**config.mk**
```make
export PLATFORM = sky130hd
export DESIGN_NAME = axi_traffic_gen_flat
export DESIGN_NICKNAME = d
export VERILOG_FILES = /design/src/rtl/axi_traffic_gen_pkg.sv /design/src/rtl/axi_traffic_gen_if.sv /design/src/rtl/axi_traffic_gen_pattern_gen.sv /design/src/rtl/axi_traffic_gen.sv /design/src/flat_wrapper.sv
export SDC_FILE = /design/constraint.sdc
export NUM_CORES = 1
export LEC_CHECK = 0
export CAP_MARGIN = 15
export CORE_ASPECT_RATIO = 0.9
export CORE_MARGIN = 1.5
export CORE_UTILIZATION = 51
export DETAILED_ROUTE_END_ITERATION = 12
export GPL_ROUTABILITY_DRIVEN = 0
export PLACE_DENSITY_LB_ADDON = 0.05
export SETUP_SLACK_MARGIN = 0.3
export SLEW_MARGIN = 30
export SYNTH_ARGS = -nofsm -noshare
export SYNTH_HDL_FRONTEND = slang
export SYNTH_HIERARCHICAL = 1
export SYNTH_SLANG_ARGS = --single-unit
```
**constraint.sdc**
```tcl
create_clock -name clk -period 5.5 [get_ports clk]
set_clock_uncertainty 0.15 [all_clocks]
set_input_delay 1.1 -clock clk [delete_from_list [all_inputs] [get_ports clk]]
set_output_delay 1.1 -clock clk [all_outputs]
set_load 0.01 [all_outputs]
```
**src/rtl/axi_traffic_gen_pkg.sv**
```systemverilog
// axi_traffic_gen_pkg: shared widths, mode and state encodings for the AXI traffic generator
package axi_traffic_gen_pkg;
   localparam int ROW_BITS = 13;
   localparam int COL_BITS = 10;
   localparam int BA_BITS = 3;
   localparam int DQ_BITS = 16;
   localparam int TG_ADDR_WIDTH = ROW_BITS + COL_BITS + BA_BITS;
   localparam int TG_DATA_WIDTH = 2 * DQ_BITS;
   typedef enum logic [1:0] {MODE_WR = 2'b00, MODE_RD = 2'b01, MODE_WV = 2'b10, MODE_LOOP = 2'b11} mode_t;
   typedef enum logic [2:0] {IDLE, AW, W, B, AR, R, DONE} state_t;
endpackage

```
**src/rtl/axi_traffic_gen_if.sv**
```systemverilog
// axi_traffic_gen_if: AXI write/read channel bundle; master = traffic generator, slave = memory port
interface axi_traffic_gen_if
   import axi_traffic_gen_pkg::*;
#(parameter int ADDR_WIDTH = TG_ADDR_WIDTH, parameter int DATA_WIDTH = TG_DATA_WIDTH);
   logic awvalid, awready, wvalid, wready, wlast, bvalid, bready;
   logic arvalid, arready, rvalid, rready, rlast;
   logic [ADDR_WIDTH-1:0] awaddr, araddr;
   logic [7:0] awlen, arlen;
   logic [DATA_WIDTH-1:0] wdata, rdata;
   modport master(output awvalid, awaddr, awlen, wvalid, wlast, wdata, bready, arvalid, araddr, arlen, rready,
                  input awready, wready, bvalid, arready, rvalid, rlast, rdata);
   modport slave(input awvalid, awaddr, awlen, wvalid, wlast, wdata, bready, arvalid, araddr, arlen, rready,
                 output awready, wready, bvalid, arready, rvalid, rlast, rdata);
endinterface

```
**src/rtl/axi_traffic_gen_pattern_gen.sv**
```systemverilog
// tg_pattern_gen: combinational expected beat data SEED ^ {k, 8'h00, j}, resized to DATA_WIDTH
//   k: burst index, j: beat index, data: expected beat value
module tg_pattern_gen #(
   parameter int DATA_WIDTH = 32,
   parameter logic [31:0] SEED = 32'hA5A5_0000
) (
   input  logic [15:0] k,
   input  logic [7:0] j,
   output logic [DATA_WIDTH-1:0] data
);
   logic [31:0] raw;
   assign raw = SEED ^ {k, 8'h00, j};
   assign data = DATA_WIDTH'(raw);
endmodule

```
**src/rtl/axi_traffic_gen.sv**
```systemverilog
// axi_traffic_gen: N-burst AXI write / read-back / write-then-verify traffic generator
//   clk, rstn (async active-low), trig (rising-edge start), mode, busy, done, err_cnt (saturating)
//   bus: AXI master port; optional err_valid/err_addr/err_data first-mismatch log with TG_ERR_LOG_EN
module axi_traffic_gen
   import axi_traffic_gen_pkg::*;
#(
   parameter int ADDR_WIDTH = TG_ADDR_WIDTH,
   parameter int DATA_WIDTH = TG_DATA_WIDTH,
   parameter logic [7:0] WBURST_LEN = 8'd7,
   parameter logic [7:0] RBURST_LEN = 8'd7,
   parameter int NUM_BURSTS = 4,
   parameter int ADDR_BASE = 0,
   parameter int ADDR_STRIDE = 64,
   parameter logic [31:0] PATTERN_SEED = 32'hA5A5_0000
) (
   input  logic clk,
   input  logic rstn,
   input  logic trig,
   input  logic [1:0] mode,
   output logic busy,
   output logic done,
   output logic [15:0] err_cnt,
`ifdef TG_ERR_LOG_EN
   output logic err_valid,
   output logic [ADDR_WIDTH-1:0] err_addr,
   output logic [DATA_WIDTH-1:0] err_data,
`endif
   axi_traffic_gen_if.master bus
);
   localparam logic [ADDR_WIDTH-1:0] BASE = ADDR_WIDTH'(ADDR_BASE);
   localparam logic [ADDR_WIDTH-1:0] STRIDE = ADDR_WIDTH'(ADDR_STRIDE);
   state_t state;
   mode_t mode_q;
   logic trig_q, start, last_k, mismatch;
   logic [15:0] k;
   logic [7:0] j;
   logic [ADDR_WIDTH-1:0] addr;
   logic [DATA_WIDTH-1:0] exp_data;
   logic [1:0] r_inc;
   logic [16:0] err_sum;
   tg_pattern_gen #(.DATA_WIDTH(DATA_WIDTH), .SEED(PATTERN_SEED)) u_pat (.k(k), .j(j), .data(exp_data));
   assign start = state == IDLE && trig && !trig_q;
   assign last_k = k == 16'(NUM_BURSTS - 1);
   assign mismatch = bus.rdata != exp_data;
   // a data mismatch and a misplaced/missing rlast are counted independently
   assign r_inc = 2'(mismatch) + 2'(bus.rlast != (j == RBURST_LEN));
   assign err_sum = {1'b0, err_cnt} + 17'(r_inc);
   assign busy = state != IDLE && state != DONE;
   assign done = state == DONE;
   assign bus.awvalid = state == AW;
   assign bus.awaddr = bus.awvalid ? addr : '0;
   assign bus.awlen = bus.awvalid ? WBURST_LEN : 8'd0;
   assign bus.wvalid = state == W;
   assign bus.wdata = bus.wvalid ? exp_data : '0;
   assign bus.wlast = bus.wvalid && j == WBURST_LEN;
   assign bus.bready = state == B;
   assign bus.arvalid = state == AR;
   assign bus.araddr = bus.arvalid ? addr : '0;
   assign bus.arlen = bus.arvalid ? RBURST_LEN : 8'd0;
   assign bus.rready = state == R;
   always_ff @(posedge clk or negedge rstn)
      if (!rstn) begin
         state <= IDLE;
         mode_q <= MODE_WR;
         trig_q <= 1'b0;
         k <= '0;
         j <= '0;
         addr <= BASE;
         err_cnt <= '0;
      end else begin
         trig_q <= trig;
         case (state)
            IDLE: if (start) begin
               mode_q <= mode_t'(mode);
               err_cnt <= '0;
               k <= '0;
               j <= '0;
               addr <= BASE;
               state <= mode_t'(mode) == MODE_RD ? AR : AW;
            end
            AW: if (bus.awready) state <= W;
            W: if (bus.wready) begin
               j <= bus.wlast ? 8'd0 : j + 8'd1;
               state <= bus.wlast ? B : W;
            end
            B: if (bus.bvalid) begin
               k <= last_k ? 16'd0 : k + 16'd1;
               addr <= last_k ? BASE : addr + STRIDE;
               state <= !last_k ? AW : mode_q == MODE_WR ? DONE : AR;
            end
            AR: if (bus.arready) state <= R;
            R: if (bus.rvalid) begin
               err_cnt <= err_sum[16] ? 16'hFFFF : err_sum[15:0];
               j <= bus.rlast ? 8'd0 : j + 8'd1;
               if (bus.rlast) begin
                  k <= last_k ? 16'd0 : k + 16'd1;
                  addr <= last_k ? BASE : addr + STRIDE;
                  // loop mode keeps going only while trig is still held at the end of a pass
                  state <= !last_k ? AR : (mode_q == MODE_LOOP && trig) ? AW : DONE;
               end
            end
            DONE: state <= IDLE;
            default: state <= IDLE;
         endcase
      end
`ifdef TG_ERR_LOG_EN
   always_ff @(posedge clk or negedge rstn)
      if (!rstn) begin
         err_valid <= 1'b0;
         err_addr <= '0;
         err_data <= '0;
      end else if (start) begin
         err_valid <= 1'b0;
         err_addr <= '0;
         err_data <= '0;
      end else if (state == R && bus.rvalid && mismatch && !err_valid) begin
         err_valid <= 1'b1;
         err_addr <= addr + ADDR_WIDTH'(j) * ADDR_WIDTH'(DATA_WIDTH / 8);
         err_data <= bus.rdata;
      end
`endif
endmodule

```
**src/flat_wrapper.sv**
```systemverilog
// flat-port wrapper written by rule: the top's interface ports become plain ports
module axi_traffic_gen_flat import axi_traffic_gen_pkg::*;
#(
   parameter int ADDR_WIDTH = TG_ADDR_WIDTH,
   parameter int DATA_WIDTH = TG_DATA_WIDTH,
   parameter logic [7:0] WBURST_LEN = 8'd7,
   parameter logic [7:0] RBURST_LEN = 8'd7,
   parameter int NUM_BURSTS = 4,
   parameter int ADDR_BASE = 0,
   parameter int ADDR_STRIDE = 64,
   parameter logic [31:0] PATTERN_SEED = 32'hA5A5_0000
)
  (clk, rstn, trig, mode, busy, done, err_cnt, bus_awvalid, bus_awaddr, bus_awlen, bus_wvalid, bus_wlast, bus_wdata, bus_bready, bus_arvalid, bus_araddr, bus_arlen, bus_rready, bus_awready, bus_wready, bus_bvalid, bus_arready, bus_rvalid, bus_rlast, bus_rdata);
  axi_traffic_gen_if #(.ADDR_WIDTH(ADDR_WIDTH), .DATA_WIDTH(DATA_WIDTH)) bus_i ();
  input  logic clk;
  input  logic rstn;
  input  logic trig;
  input  logic [1:0] mode;
  output logic busy;
  output logic done;
  output logic [15:0] err_cnt;
  output wire logic [$bits(bus_i.awvalid)-1:0] bus_awvalid;
  output wire logic [$bits(bus_i.awaddr)-1:0] bus_awaddr;
  output wire logic [$bits(bus_i.awlen)-1:0] bus_awlen;
  output wire logic [$bits(bus_i.wvalid)-1:0] bus_wvalid;
  output wire logic [$bits(bus_i.wlast)-1:0] bus_wlast;
  output wire logic [$bits(bus_i.wdata)-1:0] bus_wdata;
  output wire logic [$bits(bus_i.bready)-1:0] bus_bready;
  output wire logic [$bits(bus_i.arvalid)-1:0] bus_arvalid;
  output wire logic [$bits(bus_i.araddr)-1:0] bus_araddr;
  output wire logic [$bits(bus_i.arlen)-1:0] bus_arlen;
  output wire logic [$bits(bus_i.rready)-1:0] bus_rready;
  input wire logic [$bits(bus_i.awready)-1:0] bus_awready;
  input wire logic [$bits(bus_i.wready)-1:0] bus_wready;
  input wire logic [$bits(bus_i.bvalid)-1:0] bus_bvalid;
  input wire logic [$bits(bus_i.arready)-1:0] bus_arready;
  input wire logic [$bits(bus_i.rvalid)-1:0] bus_rvalid;
  input wire logic [$bits(bus_i.rlast)-1:0] bus_rlast;
  input wire logic [$bits(bus_i.rdata)-1:0] bus_rdata;
  assign bus_awvalid = bus_i.awvalid;
  assign bus_awaddr = bus_i.awaddr;
  assign bus_awlen = bus_i.awlen;
  assign bus_wvalid = bus_i.wvalid;
  assign bus_wlast = bus_i.wlast;
  assign bus_wdata = bus_i.wdata;
  assign bus_bready = bus_i.bready;
  assign bus_arvalid = bus_i.arvalid;
  assign bus_araddr = bus_i.araddr;
  assign bus_arlen = bus_i.arlen;
  assign bus_rready = bus_i.rready;
  assign bus_i.awready = bus_awready;
  assign bus_i.wready = bus_wready;
  assign bus_i.bvalid = bus_bvalid;
  assign bus_i.arready = bus_arready;
  assign bus_i.rvalid = bus_rvalid;
  assign bus_i.rlast = bus_rlast;
  assign bus_i.rdata = bus_rdata;
  axi_traffic_gen #(.ADDR_WIDTH(ADDR_WIDTH), .DATA_WIDTH(DATA_WIDTH), .WBURST_LEN(WBURST_LEN), .RBURST_LEN(RBURST_LEN), .NUM_BURSTS(NUM_BURSTS), .ADDR_BASE(ADDR_BASE), .ADDR_STRIDE(ADDR_STRIDE), .PATTERN_SEED(PATTERN_SEED)) u_core (.clk(clk), .rstn(rstn), .trig(trig), .mode(mode), .busy(busy), .done(done), .err_cnt(err_cnt), .bus(bus_i));
endmodule
```
==> metrics.md <==
| Metric | Value |
|---|---|
| Post-layout min period | `4.140 ns` |
| Switching Fraction | `42.46%` |
| Drt wl/cell | `16.00 um` |
| Sequential element share of the synthesized area | `32.14%` |
| Register area | `1652 um2` |
| Peak VDD IR | `0.0002519 V` |
| Ys async rst share | `100.0%` |
| CP delay by family, top | `buffers and inverters` |
| Max stage delay on crit path | `0.88 ns` |
| R2R setup slack | `1.81 ns` |
| Dpl cells | `851` |
| Footprint of the multi-input gates | `3002 um2` |
| First-pass GRT wire length | `22,600 um` |
| Critical path cell sequence | `clkinv_1, nor3_1, buf_4, and2_1, clkdlybuf4s50_1` |
| Largest net degree at the start of global routing | `67` |
| RSZ-0062 raised after global routing | `no` |
| Most used DFF post-synth | `dfrtp_1` |
| Reg-to-reg startpoint | `u_core/j[4]$_DFFE_PN0P_` |
| Period utilization | `75.27%` |
| Relative slew slack | `43.37%` |
| Nets@finish | `785` |
| EDFF count, synth | `0` |
| Fillers | `824` |
| Worst-skew pair later-pin latency | `0.34 ns` |
| Hold-fix buffers, CTS | `0` |
| Final global-route overflow total | `0` |
| CTS H-tree lvls | `3` |
| Crit start category | `flop` |
| CP Data Arrival Time | `2.89 ns` |
| Detail Route Antenna Nets | `0` |
| Most frequent cells in the layout | `135 x clkdlybuf4s50_1, 66 x dfrtp_1, 65 x and2_1` |
| Crit path from | `u_core/state[2]$_DFFE_PN0P_` |
| DRT Wirelength | `13,870 um` |
| Initial DRC count | `286` |
| Net switching power | `0.8046 mW` |
| Post-Syn Area per Cell | `8.054 um2` |
| Crit Path Class | `reg2out` |
| Post-synth cell types | `60` |
| Most common cell after layout, fill and taps aside | `clkdlybuf4s50_1` |
| Power per cell area | `291.5 nW/um2` |
| R2r endpoint | `u_core/err_cnt[6]$_DFFE_PN0P_` |
| Drt first pass iters | `5` |
| Post-route DRC | `0` |
| FF-to-FF path depth | `10` |
| Clk pwr share | `21.0%` |
| Post-Syn Area | `5139 um2` |
| DP Wirelength | `9774 um` |
| Max Cap Viol | `0` |
| Count of input and output buffers | `136` |
| Measured slew at the worst slew-check pin | `0.8495 ns` |
| Setup TNS | `0 ns` |
| TritonCTS Buffers | `9` |
| Final slew viol count | `0` |
| Synth-to-layout area growth | `26.49%` |
| Crit path max fanout | `23` |
| Deepest clock path buffer count | `2` |
| Synth Register Bits | `66` |
| Buffer count from post-CTS setup fixing | `0` |
| Die Y | `98.23 um` |
| Diode count | `0` |
| Levels on crit path | `5` |
| Final setup fails | `0` |
| Initial antenna violation count | `0` |
| Final cell count without fillers | `867` |
| Sink Count | `66` |
| Post-CTS sizing | `0` |
| Mean number of vias per cell | `5.847` |
| Gate power share | `45.3%` |
| Bufs and invs on worst path | `3` |
| Row count | `34` |
| Die width | `108.8 um` |
| Hold crit path type | `reg2reg` |
| CTS root buffer | `clkbuf_8` |
| Vias in the first global route | `4,641` |
| Internal | `1.090 mW` |
| Crit-path slowest cell | `dfrtp_1` |
| Seq pwr share | `33.7%` |
| CTS clk-pin slew, worst paths | `0.07 ns` |
| Ys Warns | `6` |
| Starting density of the core | `52.75%` |
| Mapped Cells | `638` |
| Worst Path Required | `4.25 ns` |
| Boundary Pins | `167` |
| Tot Pwr | `1.895 mW` |
| Status | `finished clean` |
| Vias | `5,069` |
| Die area | `10,690 um2` |
| Share of cells above drive strength 1 | `4.588%` |
| Final hold vios | `0` |
| Core Area | `9742 um2` |
| Leakage | `2.600 nW` |
| CTS tree | `done` |
| GRT Overall Usage | `26.31%` |
| Fmax | `241.6 MHz` |
| Crit end category | `output pin` |
| Critical Path Sink | `bus_araddr[10]` |
[area by class of cell]
cell class                 instances  area share [%]
clock buffer                      12           2.233
clock inverter                     3          0.6160
inverter                          24           1.386
multi-input combinational        494           46.18
sequential                        66           25.41
tap                              126           2.425
timing repair buffer             142           21.75
[per-layer routing]
layer | track usage, % | vias to the layer above | wire length [um]
met2 | 41.07 | 241 | 6410
li1 | - | 2411 | -
met3 | 6.142 | 16 | 1188
met4 | 6.680 | 0 | 166
met1 | 36.74 | 2401 | 6106
met5 | 0 | - | 0
[how the worst min path moves through the flow]
stage | from | end | depth (start not counted)
2_1_floorplan | u_core/j[7]$_DFFE_PN0P_ | u_core/j[7]$_DFFE_PN0P_ | 1
3_3_place_gp | u_core/mode_q[1]$_DFFE_PN0P_ | u_core/mode_q[1]$_DFFE_PN0P_ | 2
3_5_place_dp | u_core/mode_q[1]$_DFFE_PN0P_ | u_core/mode_q[1]$_DFFE_PN0P_ | 2
4_1_cts | u_core/mode_q[1]$_DFFE_PN0P_ | u_core/mode_q[1]$_DFFE_PN0P_ | 2
5_1_grt | u_core/mode_q[1]$_DFFE_PN0P_ | u_core/mode_q[1]$_DFFE_PN0P_ | 2
6_report | u_core/mode_q[1]$_DFFE_PN0P_ | u_core/mode_q[1]$_DFFE_PN0P_ | 2
[power groups by stage]
stage          clock [mW]  sequential, mW  combinational (mW)
2_1_floorplan           0           0.578               0.636
3_3_place_gp            0           0.638               0.821
3_5_place_dp            0           0.645               0.842
4_1_cts             0.406           0.636               0.846
5_1_grt             0.429           0.650               0.944
6_report            0.398           0.639               0.858
[state kept, by name, summed over array words and instances (netlist names)]
name / count
u_core/j: 8
u_core/k: 16
u_core/addr: 20
u_core/state: 3
u_core/err_cnt: 16
u_core/mode_q: 2
u_core/trig_q: 1
[metrics by stage]
step           utilization (%)  worst slack, ns  hold WS, ns  area (um2)
5_1_grt                  66.72            1.143       0.4051        6500
3_3_place_gp             64.41            1.376       0.3341        6275
6_report                 66.72            1.360       0.3579        6500
3_5_place_dp             64.59            1.341       0.3534        6292
2_1_floorplan                -            2.331       0.3127        5244
4_1_cts                  66.49            1.112       0.3645        6477
[cells by family after synthesis]
group	count (synthesis)	synth area share, %
simple gates	278	30.19
compound gates	144	17.77
buf+inv	106	12.00
flops	66	32.14
xor+xnor	34	5.795
fa+ha+maj	5	1.364
mux	3	0.5844
other cells	2	0.1461
[synthesized netlist by cell type, types with 7 or more instances]
library cell   n  share of area [%]
nand4_1       13                1.6
a211oi_1       8                1.2
buf_4         55                8.0
nor2_1        22                1.6
and3_1        12                1.5
or4_1          7                1.0
inv_1         23                1.7
and2_1        65                7.9
nor3_1        32                3.1
o21ai_0       54                5.3
clkbuf_1      15                1.1
xor2_1        33                5.6
nand3_1       36                3.5
a21oi_1       21                2.0
nand2b_1       7               0.85
nor4_1        19                2.3
nand2_1       44                3.2
o31ai_1       11                1.6
buf_2          9               0.88
dfrtp_1       66                 32
a31oi_1        8               0.97
[worst register-to-register path, delay by kind of cell, from the launching register on]
family                   cells  cell delay (ns)
adder cells (fa/ha/maj)      2             0.60
AND/OR/NAND/NOR              5             1.96
buffers and inverters        1             0.08
XOR/XNOR                     1             0.15
AO/OA/AOI/OAI                1             0.22
flip-flops                   1             0.46
No activity file was read; power rests on OpenSTA's default activity.
